<file path="config.mk">
export PLATFORM = sky130hd
export DESIGN_NAME = cheri_tsmap_arb
export DESIGN_NICKNAME = d
export VERILOG_FILES = /design/src/rtl/cheri_pkg.sv /design/src/rtl/cheri_tsmap_arb.sv
export SDC_FILE = /design/constraint.sdc
export NUM_CORES = 1
export LEC_CHECK = 0
export CORE_MARGIN = 1.5
export CORE_UTILIZATION = 50
export DETAILED_ROUTE_END_ITERATION = 10
export PLACE_DENSITY = 0.87
export SLEW_MARGIN = 30
export SYNTH_ARGS = -nofsm -noshare
export SYNTH_HDL_FRONTEND = slang
export SYNTH_SLANG_ARGS = --single-unit
</file>
<file path="constraint.sdc">
create_clock -name clk_i -period 5.1 [get_ports clk_i]
set_input_delay 1.53 -clock clk_i [delete_from_list [all_inputs] [get_ports clk_i]]
set_output_delay 1.53 -clock clk_i [all_outputs]
set_load 0.05 [all_outputs]
</file>
<file path="src/rtl/cheri_pkg.sv">
`default_nettype none
// ============================================================================
// Module      : cheri_pkg
// Description : Shared types for the CHERI tsmap arbiter: arbiter FSM state
//               encoding, bus operation encoding and the read-modify-write
//               word helper.
// Revision    : 1.0 - initial release
// ============================================================================
package cheri_pkg;

    typedef enum logic [2:0] {
        ST_IDLE = 3'd0,
        ST_RD   = 3'd1,
        ST_CAP  = 3'd2,
        ST_WR   = 3'd3,
        ST_RSP  = 3'd4
    } tsmap_state_e;

    typedef enum logic [1:0] {
        OP_WRITE = 2'b00,
        OP_SET   = 2'b01,
        OP_CLR   = 2'b10,
        OP_READ  = 2'b11
    } bus_op_e;

    // Word that the WR state commits for a given operation.
    function automatic logic [31:0] tsmap_modify(
        input bus_op_e     op,
        input logic [31:0] word,
        input logic [4:0]  bitpos,
        input logic [31:0] wdata
    );
        logic [31:0] mask;
        mask = 32'd1 << bitpos;
        case (op)
            OP_SET:  tsmap_modify = word | mask;
            OP_CLR:  tsmap_modify = word & ~mask;
            default: tsmap_modify = wdata;
        endcase
    endfunction

endpackage
`default_nettype wire

</file>
<file path="src/rtl/cheri_tsmap_arb.sv">
`default_nettype none
// ============================================================================
// Module      : cheri_tsmap_arb
// Description : Arbitrates a single-port revocation-map SRAM between the
//               revocation pipeline stage (absolute priority, never stalled)
//               and a bus port offering word write, bit set, bit clear and
//               word read. Bit operations are read-modify-write. A pending
//               write is forwarded to revocation reads of the same address.
//               Optional macro CHERI_TSMAP_PERFCNT_EN enables the stall
//               counter on perf_stall_cnt_o; otherwise it reads 0.
// Revision    : 1.0 - initial release
// ============================================================================
module cheri_tsmap_arb
    import cheri_pkg::*;
#(
    parameter int unsigned TSMapSize = 1024
) (
    input  logic        clk_i,
    input  logic        rst_ni,

    input  logic        trvk_cs_i,
    input  logic [15:0] trvk_addr_i,
    output logic [31:0] trvk_rdata_o,

    input  logic        bus_req_i,
    input  logic [1:0]  bus_op_i,
    input  logic [15:0] bus_addr_i,
    input  logic [4:0]  bus_bitpos_i,
    input  logic [31:0] bus_wdata_i,
    output logic        bus_gnt_o,
    output logic        bus_rvalid_o,
    output logic [31:0] bus_rdata_o,
    output logic        bus_err_o,

    output logic        mem_cs_o,
    output logic        mem_we_o,
    output logic [15:0] mem_addr_o,
    output logic [31:0] mem_wdata_o,
    input  logic [31:0] mem_rdata_i,

    output logic        busy_o,

    input  logic        perf_clr_i,
    output logic [15:0] perf_stall_cnt_o
);

    // 17 bits so a map covering the full 16-bit address space still compares correctly.
    localparam logic [16:0] MAP_LIMIT = 17'(TSMapSize);

    tsmap_state_e state_q, state_d;
    bus_op_e      op_q;
    logic [15:0]  addr_q;
    logic [4:0]   bitpos_q;
    logic [31:0]  wdata_q;
    logic         err_q;
    logic [31:0]  cap_q;
    logic         fwd_q;
    logic [31:0]  fwd_data_q;

    logic         latch_en;
    logic         cap_en;
    logic         addr_oob;
    logic         fwd_hit;
    logic [31:0]  mod_word;

    assign addr_oob = {1'b0, bus_addr_i} >= MAP_LIMIT;
    assign mod_word = tsmap_modify(op_q, cap_q, bitpos_q, wdata_q);
    assign fwd_hit  = (state_q == ST_WR) && trvk_cs_i && (trvk_addr_i == addr_q);
    assign busy_o   = (state_q != ST_IDLE);

    // A stalled write leaves the SRAM stale for one cycle, so serve the pending word instead.
    assign trvk_rdata_o = fwd_q ? fwd_data_q : mem_rdata_i;

    // State register.
    always_ff @(posedge clk_i or negedge rst_ni) begin
        if (!rst_ni) begin
            state_q <= ST_IDLE;
        end else begin
            state_q <= state_d;
        end
    end

    // Next state, bus handshake and SRAM port steering; the revocation stage owns the port whenever it asks.
    always_comb begin
        state_d      = state_q;
        bus_gnt_o    = 1'b0;
        bus_rvalid_o = 1'b0;
        bus_err_o    = 1'b0;
        bus_rdata_o  = 32'd0;
        mem_cs_o     = trvk_cs_i;
        mem_we_o     = 1'b0;
        mem_addr_o   = trvk_addr_i;
        mem_wdata_o  = 32'd0;
        latch_en     = 1'b0;
        cap_en       = 1'b0;
        case (state_q)
            ST_IDLE: begin
                if (bus_req_i) begin
                    bus_gnt_o = 1'b1;
                    latch_en  = 1'b1;
                    if (addr_oob) begin
                        state_d = ST_RSP;
                    end else if (bus_op_e'(bus_op_i) == OP_WRITE) begin
                        state_d = ST_WR;
                    end else begin
                        state_d = ST_RD;
                    end
                end
            end
            ST_RD: begin
                if (!trvk_cs_i) begin
                    mem_cs_o   = 1'b1;
                    mem_addr_o = addr_q;
                    state_d    = ST_CAP;
                end
            end
            ST_CAP: begin
                cap_en  = 1'b1;
                state_d = (op_q == OP_READ) ? ST_RSP : ST_WR;
            end
            ST_WR: begin
                if (!trvk_cs_i) begin
                    mem_cs_o    = 1'b1;
                    mem_we_o    = 1'b1;
                    mem_addr_o  = addr_q;
                    mem_wdata_o = mod_word;
                    state_d     = ST_RSP;
                end
            end
            ST_RSP: begin
                bus_rvalid_o = 1'b1;
                bus_err_o    = err_q;
                bus_rdata_o  = ((op_q == OP_READ) && !err_q) ? cap_q : 32'd0;
                state_d      = ST_IDLE;
            end
            default: state_d = ST_IDLE;
        endcase
    end

    // Request latch and read-data capture.
    always_ff @(posedge clk_i or negedge rst_ni) begin
        if (!rst_ni) begin
            op_q     <= OP_WRITE;
            addr_q   <= 16'd0;
            bitpos_q <= 5'd0;
            wdata_q  <= 32'd0;
            err_q    <= 1'b0;
            cap_q    <= 32'd0;
        end else begin
            if (latch_en) begin
                op_q     <= bus_op_e'(bus_op_i);
                addr_q   <= bus_addr_i;
                bitpos_q <= bus_bitpos_i;
                wdata_q  <= bus_wdata_i;
                err_q    <= addr_oob;
            end
            if (cap_en) begin
                cap_q <= mem_rdata_i;
            end
        end
    end

    // Forward flag and data, aligned with the SRAM's one-cycle read latency.
    always_ff @(posedge clk_i or negedge rst_ni) begin
        if (!rst_ni) begin
            fwd_q      <= 1'b0;
            fwd_data_q <= 32'd0;
        end else begin
            fwd_q <= fwd_hit;
            if (fwd_hit) begin
                fwd_data_q <= mod_word;
            end
        end
    end

`ifdef CHERI_TSMAP_PERFCNT_EN
    logic [15:0] stall_cnt_q;
    logic        stall_cycle;

    assign stall_cycle      = ((state_q == ST_RD) || (state_q == ST_WR)) && trvk_cs_i;
    assign perf_stall_cnt_o = stall_cnt_q;

    // Saturating count of bus cycles lost to the revocation stage; clear wins.
    always_ff @(posedge clk_i or negedge rst_ni) begin
        if (!rst_ni) begin
            stall_cnt_q <= 16'd0;
        end else if (perf_clr_i) begin
            stall_cnt_q <= 16'd0;
        end else if (stall_cycle && (stall_cnt_q != 16'hFFFF)) begin
            stall_cnt_q <= stall_cnt_q + 16'd1;
        end
    end
`else
    logic unused_perf_clr;
    assign unused_perf_clr  = perf_clr_i;
    assign perf_stall_cnt_o = 16'd0;
`endif

endmodule
`default_nettype wire

</file>
After elaboration in Yosys (flattened, before gate mapping)
Index checks and enable logic that the tools add are counted.
{ "classes": {"n_reduce_logical": 9, "n_mux": 23, "shift": 1, "n_eq_ne": 11, "order_cmp": 1, "n_bitwise": 3} }
{ "ops": {"columns": ["op", "count"], "rows": [
  ["32-bit 2-to-1 mux", 5],
  ["32-bit one-hot mux with 2 select lines", 1],
  ["32-bit bitwise AND", 1],
  ["16-bit 2-to-1 mux", 2],
  ["32-bit NOT", 1],
  ["32-bit bitwise OR", 1],
  ["1-bit by 5-bit left shift with 32-bit output, first input constant", 1],
  ["16-bit equality test", 1],
  ["16-bit by 11-bit greater-or-equal comparator with 1-bit output, second input constant", 1],
  ["3-bit 2-to-1 mux", 5],
  ["3-bit one-hot mux with 4 select lines", 1],
  ["1-bit 2-to-1 mux", 8],
  ["3-bit by 2-bit equality test with 1-bit output, second input constant", 2],
  ["2-bit inequality test, second input constant", 3],
  ["2-bit equality test, second input constant", 2],
  ["3-bit by 1-bit equality test with 1-bit output, second input constant", 1],
  ["3-bit equality test, second input constant", 1],
  ["1-bit logical AND", 3],
  ["3-bit zero test", 1],
  ["3-bit AND reduction", 1],
  ["3-bit nonzero test", 1],
  ["2-bit by 1-bit equality test with 1-bit output, second input constant", 1],
  ["2-bit zero test", 1],
  ["2-bit 2-to-1 mux", 1],
  ["other kinds (2)", 2]
]} }
{ "totals": {"in_bits": 108, "register_bits": 124, "elab_cells": 57, "out_inout_bits": 134} }

Longest topological paths before layout
Gate-level depths: netlist of run 1.
{ "logic_depth": {"word_depth": 6, "depth_mapped": 7, "mapped_depth_nobuf": 6} }

Least setup slack after synthesis of run 1
Ideal clock, no wire load.
{ "synth_path": {"kind": "input-to-output", "startpoint": "input port trvk_cs_i", "endpoint": "output port mem_wdata_o[10]", "path_stages": 4, "t_arrival_ns": 3.048, "path_slack_ns": 0.522, "n_path_buf": 1, "required_ns": 3.570, "path_cell_list": "nor2_1 -> nand2_1 -> clkbuf_1 -> nor2_1"} }
{ "synth_between": {"elab_chain_len": 2} }
{ "synth_lines": {"columns": ["element", "line_no", "source"], "rows": [
  ["start, declared", "cheri_tsmap_arb.sv:21", "input logic trvk_cs_i,"],
  ["32-bit 2-to-1 mux", "cheri_tsmap_arb.sv:122", "if (!trvk_cs_i) begin"],
  ["32-bit 2-to-1 mux", "cheri_tsmap_arb.sv:96", "case (state_q)"],
  ["end, declared", "cheri_tsmap_arb.sv:38", "output logic [31:0] mem_wdata_o,"]
]} }
No other way between the ends.

Worst setup path after layout of run 1
{ "layout_path": {"startpoint": "input port trvk_cs_i", "endpoint": "output port mem_addr_o[15]"} }
{ "layout_between": {"elab_chain_len": 2} }
{ "layout_lines": {"columns": ["element", "line_no", "source"], "rows": [
  ["16-bit 2-to-1 mux", "cheri_tsmap_arb.sv:111, cheri_tsmap_arb.sv:122", null],
  ["16-bit 2-to-1 mux", null, null],
  ["end, declared", "cheri_tsmap_arb.sv:37", "output logic [15:0] mem_addr_o,"]
]} }
No other way between the ends.

==> run summary, run 1 <==
In the routed layout, each cell is associated on average with a via count of 5.585. The synthesis-to-layout area growth is 45.82%. The share of cell area taken by muxes after synthesis is 25.43%.

The final count of negative-setup-slack endpoints is 0. The area fraction in compound gates after synthesis is 11.75%. The wire length per cell after detailed routing came out at 19.39 µm. In this run the tool buffered the top-level ports with 224 buffer cells.

For this run, the number of Yosys warnings is 0. The count of final max-slew check failures was 0. Once the clock tree was built, the resizer swapped 0 gates to a different size. The share of the yosys chip area belonging to registers is 43.96%. The H-tree was split into 4 levels.

The initialized floorplan defines 43 standard-cell rows. The overall routing resource usage came out at 28.67%. The number of nets in the layout came out at 985.

Clock-pin slew was measured on the worst setup and hold paths at 50 ps. Summing the areas of all and, or, nand and nor instances in the mapped netlist gives 10.01% of the synthesized area. The number of setup buffers added after CTS is 0.

The signal arrival time at the worst endpoint came out at 3060 ps. The maximum root-to-sink buffer count came out at 2. After synthesis, the largest family of logic cells by area is multiplexers.

For this run, the share of the core covered by cells in the final layout is 74.45%. The static power due to leakage came out at 4.198 nW. The starting density of the core came out at 51.05%.

The final antenna diode count came out at 0. The mean cell area of the mapped netlist is 10.57 µm². In this run the clock root is driven by a sky130_fd_sc_hd__clkbuf_16.

For the worst setup path, the data required time is 3570 ps. The total wire length came out at 20.67 mm. The number of iterations in the first detailed-routing pass came out at 5.

Setup repair after global routing left no endpoint under its margin. In this run the horizontal extent of the chip is 121.8 µm. The count of nets left with antenna violations after detail routing came out at 0. The transition time at the pin with the least slew margin came out at 1024 ps. Global routing finished with a remaining overflow of 0. The weighted congestion at the end of routability-driven global placement came out at 0.8080. The final critical path time including I/O delays and setup is 4594 ps. The classification of the worst setup path is primary input to output pin. The power density of the placed cells came out at 501.9 nW/µm². The hold-fix buffer count after cts came out at 0.

The first-iteration detailed-routing DRC count is 462. The number of max-cap violations is 0. The run finished with clean final reports. The clock arrives with 5.350 ps of skew. The total standard cell area after synthesis came out at 7059 µm². The worst hold slack came out at 508.6 ps.

The area of the core came out at 13,830 µm². The number of fillers in the final layout is 923. The number of synthesized flops with an enable pin is 0. In the routed design, unresolved DRC markers number 0.

For this run, the top clock speed supported by timing is 217.7 MHz. The die is 121.8 µm tall. The sink count of the clock tree came out at 124. STA classifies the critical path startpoint as a primary input.

The post-synthesis async set-or-reset flop share is 100.0%. The final critical path takes up 90.07% of the cycle. The first-pass GRT wire length is 32.11 mm. The via count came out at 5,954. Of the total synthesized cell area, the portion taken by full adders, half adders and majority gates is 0.5317%. Headroom to the max-slew limit came out at 31.57%. The number of unique standard cell types used by synthesis is 37. The number of clock buffers added by TritonCTS is 17. The clock insertion delay at the later pin of the skew report came out at 420 ps. Of all nets on the critical path, the largest fanout is 17. The share of post-route cells with drive strength above 1 is 26.41%. The worst setup path is captured at an output pin. In this run the worst hold path is classified as flip-flop to flip-flop. After Yosys synthesis, XOR and XNOR cells account for 1.613% of the synthesized area. Detailed placement ended at an HPWL of 13.99 mm. The number of hold violations in the final report came out at 0. The register bit count reported by yosys is 124. The cell count after synthesis is 668. The non-filler instance count after layout came out at 1,066. The top-level I/O count is 242. The die covers 14,840 µm².

Among all flip-flop cells after synthesis, the most frequent one is sky130_fd_sc_hd__dfrtp_1. The initial antenna violation count is 0. The worst-case vdd ir drop is 300.6 µV. The sum of negative setup slack came out at 0 ps. The cell count after placement is 1,035.

The number of global-route vias before repair came out at 5,991. TritonCTS built the clock tree. The largest net degree at the start of global routing came out at 76.
worst paths after layout:
check / start / endpoint / slack (ps) / depth (start not counted)
worst min register to register: wdata_q[7] / wdata_q[7] / 510 / 1
max in group asynchronous: rst_ni / addr_q[10] / 3100 / 2
worst max register to register: state_q[0] / fwd_data_q[8] / 2620 / 6
worst min-delay path: wdata_q[7] / wdata_q[7] / 510 / 1
min in group asynchronous: rst_ni / cap_q[15] / 1130 / 1
worst max-delay path: trvk_cs_i / mem_addr_o[15] / 510 / 5
logic make-up after synthesis:
kind of cell / Yosys count
AO/OA/AOI/OAI: 141
multiplexers: 163
buffers and inverters: 100
AND/OR/NAND/NOR: 123
flip-flops: 124
other: 1
XOR/XNOR: 13
adder cells (fa/ha/maj): 3
cells in the mapped netlist, types with 2 or more instances:
| cell | instances | area share, % |
|---|---|---|
| sky130_fd_sc_hd__nor3_1 | 4 | 0.28 |
| sky130_fd_sc_hd__nand2_1 | 9 | 0.48 |
| sky130_fd_sc_hd__buf_1 | 3 | 0.16 |
| sky130_fd_sc_hd__xnor2_1 | 13 | 1.6 |
| sky130_fd_sc_hd__and3b_1 | 4 | 0.50 |
| sky130_fd_sc_hd__nor2b_1 | 7 | 0.62 |
| sky130_fd_sc_hd__nor3b_1 | 5 | 0.53 |
| sky130_fd_sc_hd__mux2_2 | 131 | 21 |
| sky130_fd_sc_hd__and2_1 | 34 | 3.0 |
| sky130_fd_sc_hd__clkbuf_1 | 37 | 2.0 |
| sky130_fd_sc_hd__dfrtp_1 | 124 | 44 |
| sky130_fd_sc_hd__nand3b_1 | 3 | 0.32 |
| sky130_fd_sc_hd__a211oi_1 | 32 | 3.4 |
| sky130_fd_sc_hd__o21ai_0 | 38 | 2.7 |
| sky130_fd_sc_hd__buf_4 | 17 | 1.8 |
| sky130_fd_sc_hd__nand4_1 | 2 | 0.18 |
| sky130_fd_sc_hd__nand2b_1 | 5 | 0.44 |
| sky130_fd_sc_hd__buf_6 | 4 | 0.64 |
| sky130_fd_sc_hd__or3_1 | 3 | 0.27 |
| sky130_fd_sc_hd__inv_1 | 39 | 2.1 |
| sky130_fd_sc_hd__a221oi_1 | 2 | 0.25 |
| sky130_fd_sc_hd__nor2_1 | 36 | 1.9 |
| sky130_fd_sc_hd__mux2i_1 | 32 | 4.5 |
| sky130_fd_sc_hd__nand3_1 | 2 | 0.14 |
| sky130_fd_sc_hd__ha_1 | 3 | 0.53 |
| sky130_fd_sc_hd__or3b_2 | 3 | 0.37 |
| sky130_fd_sc_hd__a21oi_1 | 66 | 4.7 |
flip-flops by register name, summed over array words and instances, names as in the netlist:
name and count:
cap_q 32, fwd_data_q 32, wdata_q 32, addr_q 16, bitpos_q 5, state_q 3, op_q 2, err_q 1
fwd_q 1
final cells by class:
cell class,count,area (µm²),share of cell area [%]
clock buffers,24,491.7,4.777
clock inverters,7,135.1,1.313
inverters,39,146.4,1.422
multi-input cells,459,3558,34.57
flip-flops and latches,124,3104,30.16
well taps,180,225.2,2.188
repair buffers,233,2633,25.57
layout by cell type, fill, tap and decap left out, types with 17 or more instances in the layout:
cell type / count
sky130_fd_sc_hd__a211oi_1: 32
sky130_fd_sc_hd__a21oi_1: 66
sky130_fd_sc_hd__buf_12: 36
sky130_fd_sc_hd__inv_1: 38
sky130_fd_sc_hd__and2_1: 34
sky130_fd_sc_hd__mux2i_1: 32
sky130_fd_sc_hd__clkdlybuf4s50_1: 173
sky130_fd_sc_hd__nor2_1: 36
sky130_fd_sc_hd__o21ai_0: 38
sky130_fd_sc_hd__mux2_2: 131
sky130_fd_sc_hd__clkbuf_16: 17
sky130_fd_sc_hd__buf_4: 24
sky130_fd_sc_hd__dfrtp_1: 123
worst max-delay path, stage by stage:
cell and delay, ps:
sky130_fd_sc_hd__clkdlybuf4s50_1 470, sky130_fd_sc_hd__nor2_1 210, sky130_fd_sc_hd__buf_4 280, sky130_fd_sc_hd__mux2_2 370
sky130_fd_sc_hd__buf_4 190
report_power, final:
| group | internal, mW | switching [mW] | leakage, nW |
|---|---|---|---|
| clock network | 0.864 | 0.427 | 0.310 |
| logic | 0.915 | 1.25 | 2.49 |
| registers | 1.35 | 0.363 | 1.40 |
metrics by stage:
stage | area [µm²] | setup slack (ps) | power (mW)
after floorplan | 7116 | 522.0 | 3.185
after global placement | 9664 | 562.3 | 3.754
after detailed placement | 9664 | 525.5 | 3.836
after CTS | 10290 | 497.9 | 5.156
after global routing | 10290 | 399.2 | 5.435
final | 10290 | 506.5 | 5.166
layer usage:
metal	global-route usage [%]	share of wire, %	vias up
met5	0	0	-
met4	11.54	2.0	0
met3	6.461	8.1	35
met2	46.77	49	287
met1	37.04	41	2911
li1	-	-	2721
Note: power is estimated with default switching activity, not from simulation.
==> run 2: changes to the inputs <==
- ABC_AREA: default -> 1
- PLACE_DENSITY: 0.87 -> 0.86
==> run summary, run 2 <==
The largest net degree at the start of global routing came to 103 (+36%). The wire length per cell after detailed routing came out at 15.47 µm (-20%). The area of the core came to 14,480 µm² (+4.7%).

The final critical path time including I/O delays and setup is 4887 ps (+293.7 ps). The clock slew seen by the registers of the worst setup and hold paths is 60 ps (about the same). The largest registers in the layout are cap_q: 32 flops, fwd_data_q: 32 flops, wdata_q: 32 flops.

The starting density of the core came out at 51.00% (-0.052 points). STA classifies the critical path startpoint as a primary input. The area enclosed by the die boundary is 15,510 µm² (+4.5%). The total overflow reported by the global router is 0 (unchanged). The final antenna diode count was 0 (unchanged). The number of input and output port buffers inserted is 224 (unchanged). The remaining max-slew budget at the tightest pin came to 37.97% (+6.4 points).

The most common cell after layout, fill and taps aside is sky130_fd_sc_hd__nand2_1. For this run, the leading register cell type out of synthesis is sky130_fd_sc_hd__dfrtp_1. The signal arrival time at the worst endpoint came out at 3360 ps (+300 ps). The total wire length came to 22.14 mm (+7.1%). The total DRC errors in the routed layout is 0 (unchanged). The number of setup buffers added after CTS came to 0 (unchanged). The clock tree from TritonCTS is yes.

The period utilization was 95.83% (+5.8 points). The footprint of the multi-input gates came out at 3507 µm² (-1.4%). The synthesis-to-layout area growth came out at 43.24%. The worst-case vdd ir drop came to 658.2 µV (+120%). The overall routing resource usage is 28.42% (-0.25 points).

The floorplan row count was 44 (+2.3%). The power density of the placed cells came out at 496.1 nW/µm² (-1.2%). The number of unique standard cell types used by synthesis came out at 26 (-30%). The x dimension of the die came out at 124.5 µm (+2.2%). The share of the yosys chip area belonging to registers came out at 42.02% (-1.9 points). The number of synthesized flops with an enable pin came to 0 (unchanged). The top cell types in the final layout, fill and taps aside, are 413 x sky130_fd_sc_hd__nand2_1, 173 x sky130_fd_sc_hd__clkdlybuf4s50_1, 123 x sky130_fd_sc_hd__dfrtp_1. The cell depth of the worst hold path came to 2 (+1).

The total standard cell area after synthesis came out at 7385 µm² (+4.6%). The sink count of the clock tree came out at 124 (unchanged). The number of fillers in the final layout came out at 1,098 (+19%). The mean cell area of the mapped netlist is 7.060 µm² (-33%). The worst hold slack came out at 480.4 ps (-28.26 ps). The final count of negative-setup-slack endpoints came to 0 (unchanged).

The hold-fix buffer count after cts is 0 (unchanged). The cell with the most instances after synthesis is sky130_fd_sc_hd__nand2_1. The cell count after synthesis came to 1,046 (+57%). Counting instances in the post-synthesis netlist gives the leading cell types as 413 x sky130_fd_sc_hd__nand2_1, 124 x sky130_fd_sc_hd__dfrtp_1, 108 x sky130_fd_sc_hd__inv_1, 86 x sky130_fd_sc_hd__o21ai_0, 56 x sky130_fd_sc_hd__a21oi_1. The clock insertion delay at the later pin of the skew report is 420 ps (about the same). The maximum level of the CTS H-tree is 4 (unchanged). The top-level I/O count was 242 (unchanged). The largest fanout on the critical path is 32 (+15).

The initial antenna violation count is 0 (unchanged). The maximum clock rate is 204.6 MHz (-6.0%). In this run the clock root is driven by a sky130_fd_sc_hd__clkbuf_16. The flop-to-flop setup slack is 2640 ps (+20 ps). The first-iteration detailed-routing DRC count came out at 575 (+24%).

Ranked by total cell area, the synthesized netlist is headed by sky130_fd_sc_hd__dfrtp_1 42%, sky130_fd_sc_hd__nand2_1 21%, sky130_fd_sc_hd__o21ai_0 5.8%, sky130_fd_sc_hd__inv_1 5.5%, sky130_fd_sc_hd__mux2_1 5.0%. The sequential cell area is 3107 µm² (about the same). The number of synthesis warnings is 0 (unchanged). The required time of the critical path came out at 3570 ps (about the same).

The weighted congestion at the end of routability-driven global placement is 0.8097 (+0.21%). The static power due to leakage is 5.105 nW (+22%). The share of post-route cells with drive strength above 1 came out at 9.383% (-17 points). The transition time at the pin with the least slew margin came out at 930.4 ps (-93.87 ps). The length in cells of the worst reg-to-reg path is 8 (+2). The number of global-route vias before repair is 7,095 (+18%). The sum of negative setup slack was 0 ps (unchanged). The number of hold violations in the final report is 0 (unchanged). The routed via count divided by cell count is 5.205 (-6.8%).

The register bit count reported by yosys is 124 (unchanged). Setup repair after global routing left no endpoint under its margin. STA classifies the critical path endpoint as an output pin. In this run the worst hold path is classified as flip-flop to flip-flop. The count of nets left with antenna violations after detail routing was 0 (unchanged). The y dimension of the die came out at 124.5 µm (+2.2%). The count of final max-slew check failures came out at 0 (unchanged). The classification of the worst setup path is primary input to output pin.

The number of nets in the layout came to 1,346 (+37%). The count of instances resized after the clock tree is built came out at 0 (unchanged). The post-synthesis async set-or-reset flop share was 100.0% (unchanged). The flow ran to the end, and the final reports show no timing, DRC or antenna violations. The CTS buffer count came to 17 (unchanged).

The maximum root-to-sink buffer count is 2 (unchanged). The area share of the largest cell type after synthesis is 42.02% (-1.9 points). The HPWL reported at the end of detailed placement is 14.93 mm (+6.7%). The number of iterations in the first detailed-routing pass came to 5 (unchanged). The via count came out at 7,449 (+25%). sky130_fd_sc_hd__dfrtp_1 takes more of the synthesized area than any other cell. The number of max-cap violations was 0 (unchanged). The worst clock skew on the final layout is 7.906 ps (+2.556 ps). The first-pass GRT wire length is 35.27 mm (+9.9%).
==> run 2: kinds of logic (layout without fill, tap and decap cells) <==
kind of cell / count (synthesis) / in the layout / share of synthesized area, %
simple gates: 513 / 513 / 28.23
buf+inv: 194 / 380 / 11.45
compound gates: 177 / 177 / 12.59
flops: 124 / 124 / 42.02
mux: 33 / 33 / 5.032
fa+ha+maj: 3 / 3 / 0.5084
other cells: 1 / 16 / 0.05078
xor+xnor: 1 / 1 / 0.1186
==> run 2: final cells by class <==
type                            count  share of cell area [%]
Clock buffer                       20                   4.223
Clock inverter                     11                   1.372
Inverter                          118                   4.187
Multi-Input combinational cell    743                   33.16
Sequential cell                   124                   29.37
Tap cell                          184                   2.176
Timing Repair Buffer              231                   25.51
==> run 2: power breakdown <==
group / internal [mW] / switching [mW] / total [mW] / leakage (nW)
Clock: 0.776 / 0.455 / 1.23 / 0.282
Combinational: 0.781 / 1.63 / 2.41 / 3.29
Sequential: 1.35 / 0.261 / 1.61 / 1.54
==> run 2: per-stage QoR <==
stage	instances	cell area, µm²	setup WS [ps]	power [mW]	util, %
after floorplan	1061	7441	461.2	3.288	-
final	1431	10580	212.7	5.248	73.06
after global placement	1400	9973	244.1	3.884	68.88
after CTS	1431	10570	211.0	5.224	73.02
after global routing	1431	10580	103.7	5.602	73.06
after detailed placement	1400	9981	224.7	3.978	68.93
==> run 2: final timing paths <==
check,start,to
worst max-delay path,trvk_cs_i,mem_wdata_o[16]
worst max register to register,bitpos_q[2],fwd_data_q[7]
max in group asynchronous,rst_ni,fwd_data_q[31]
worst min-delay path,fwd_data_q[15],fwd_data_q[15]
min in group asynchronous,rst_ni,wdata_q[26]
worst min register to register,fwd_data_q[15],fwd_data_q[15]
==> run 2: layer usage <==
metal | up-vias | GRT usage, % | wire length, µm | part of all wire (%)
met4 | 0 | 9.669 | 399 | 1.8
met3 | 32 | 7.560 | 1605 | 7.2
met2 | 303 | 47.58 | 10940 | 49
met1 | 3447 | 35.62 | 9200 | 42
li1 | 3667 | - | - | -
met5 | - | 0 | 0 | 0
==> run 2: worst max-delay path, stage by stage <==
cell,delay [ps]
sky130_fd_sc_hd__clkdlybuf4s50_1,570
sky130_fd_sc_hd__nor2_4,60
sky130_fd_sc_hd__inv_2,130
sky130_fd_sc_hd__nor2_4,60
sky130_fd_sc_hd__inv_2,560
sky130_fd_sc_hd__a21oi_1,210
sky130_fd_sc_hd__buf_12,210
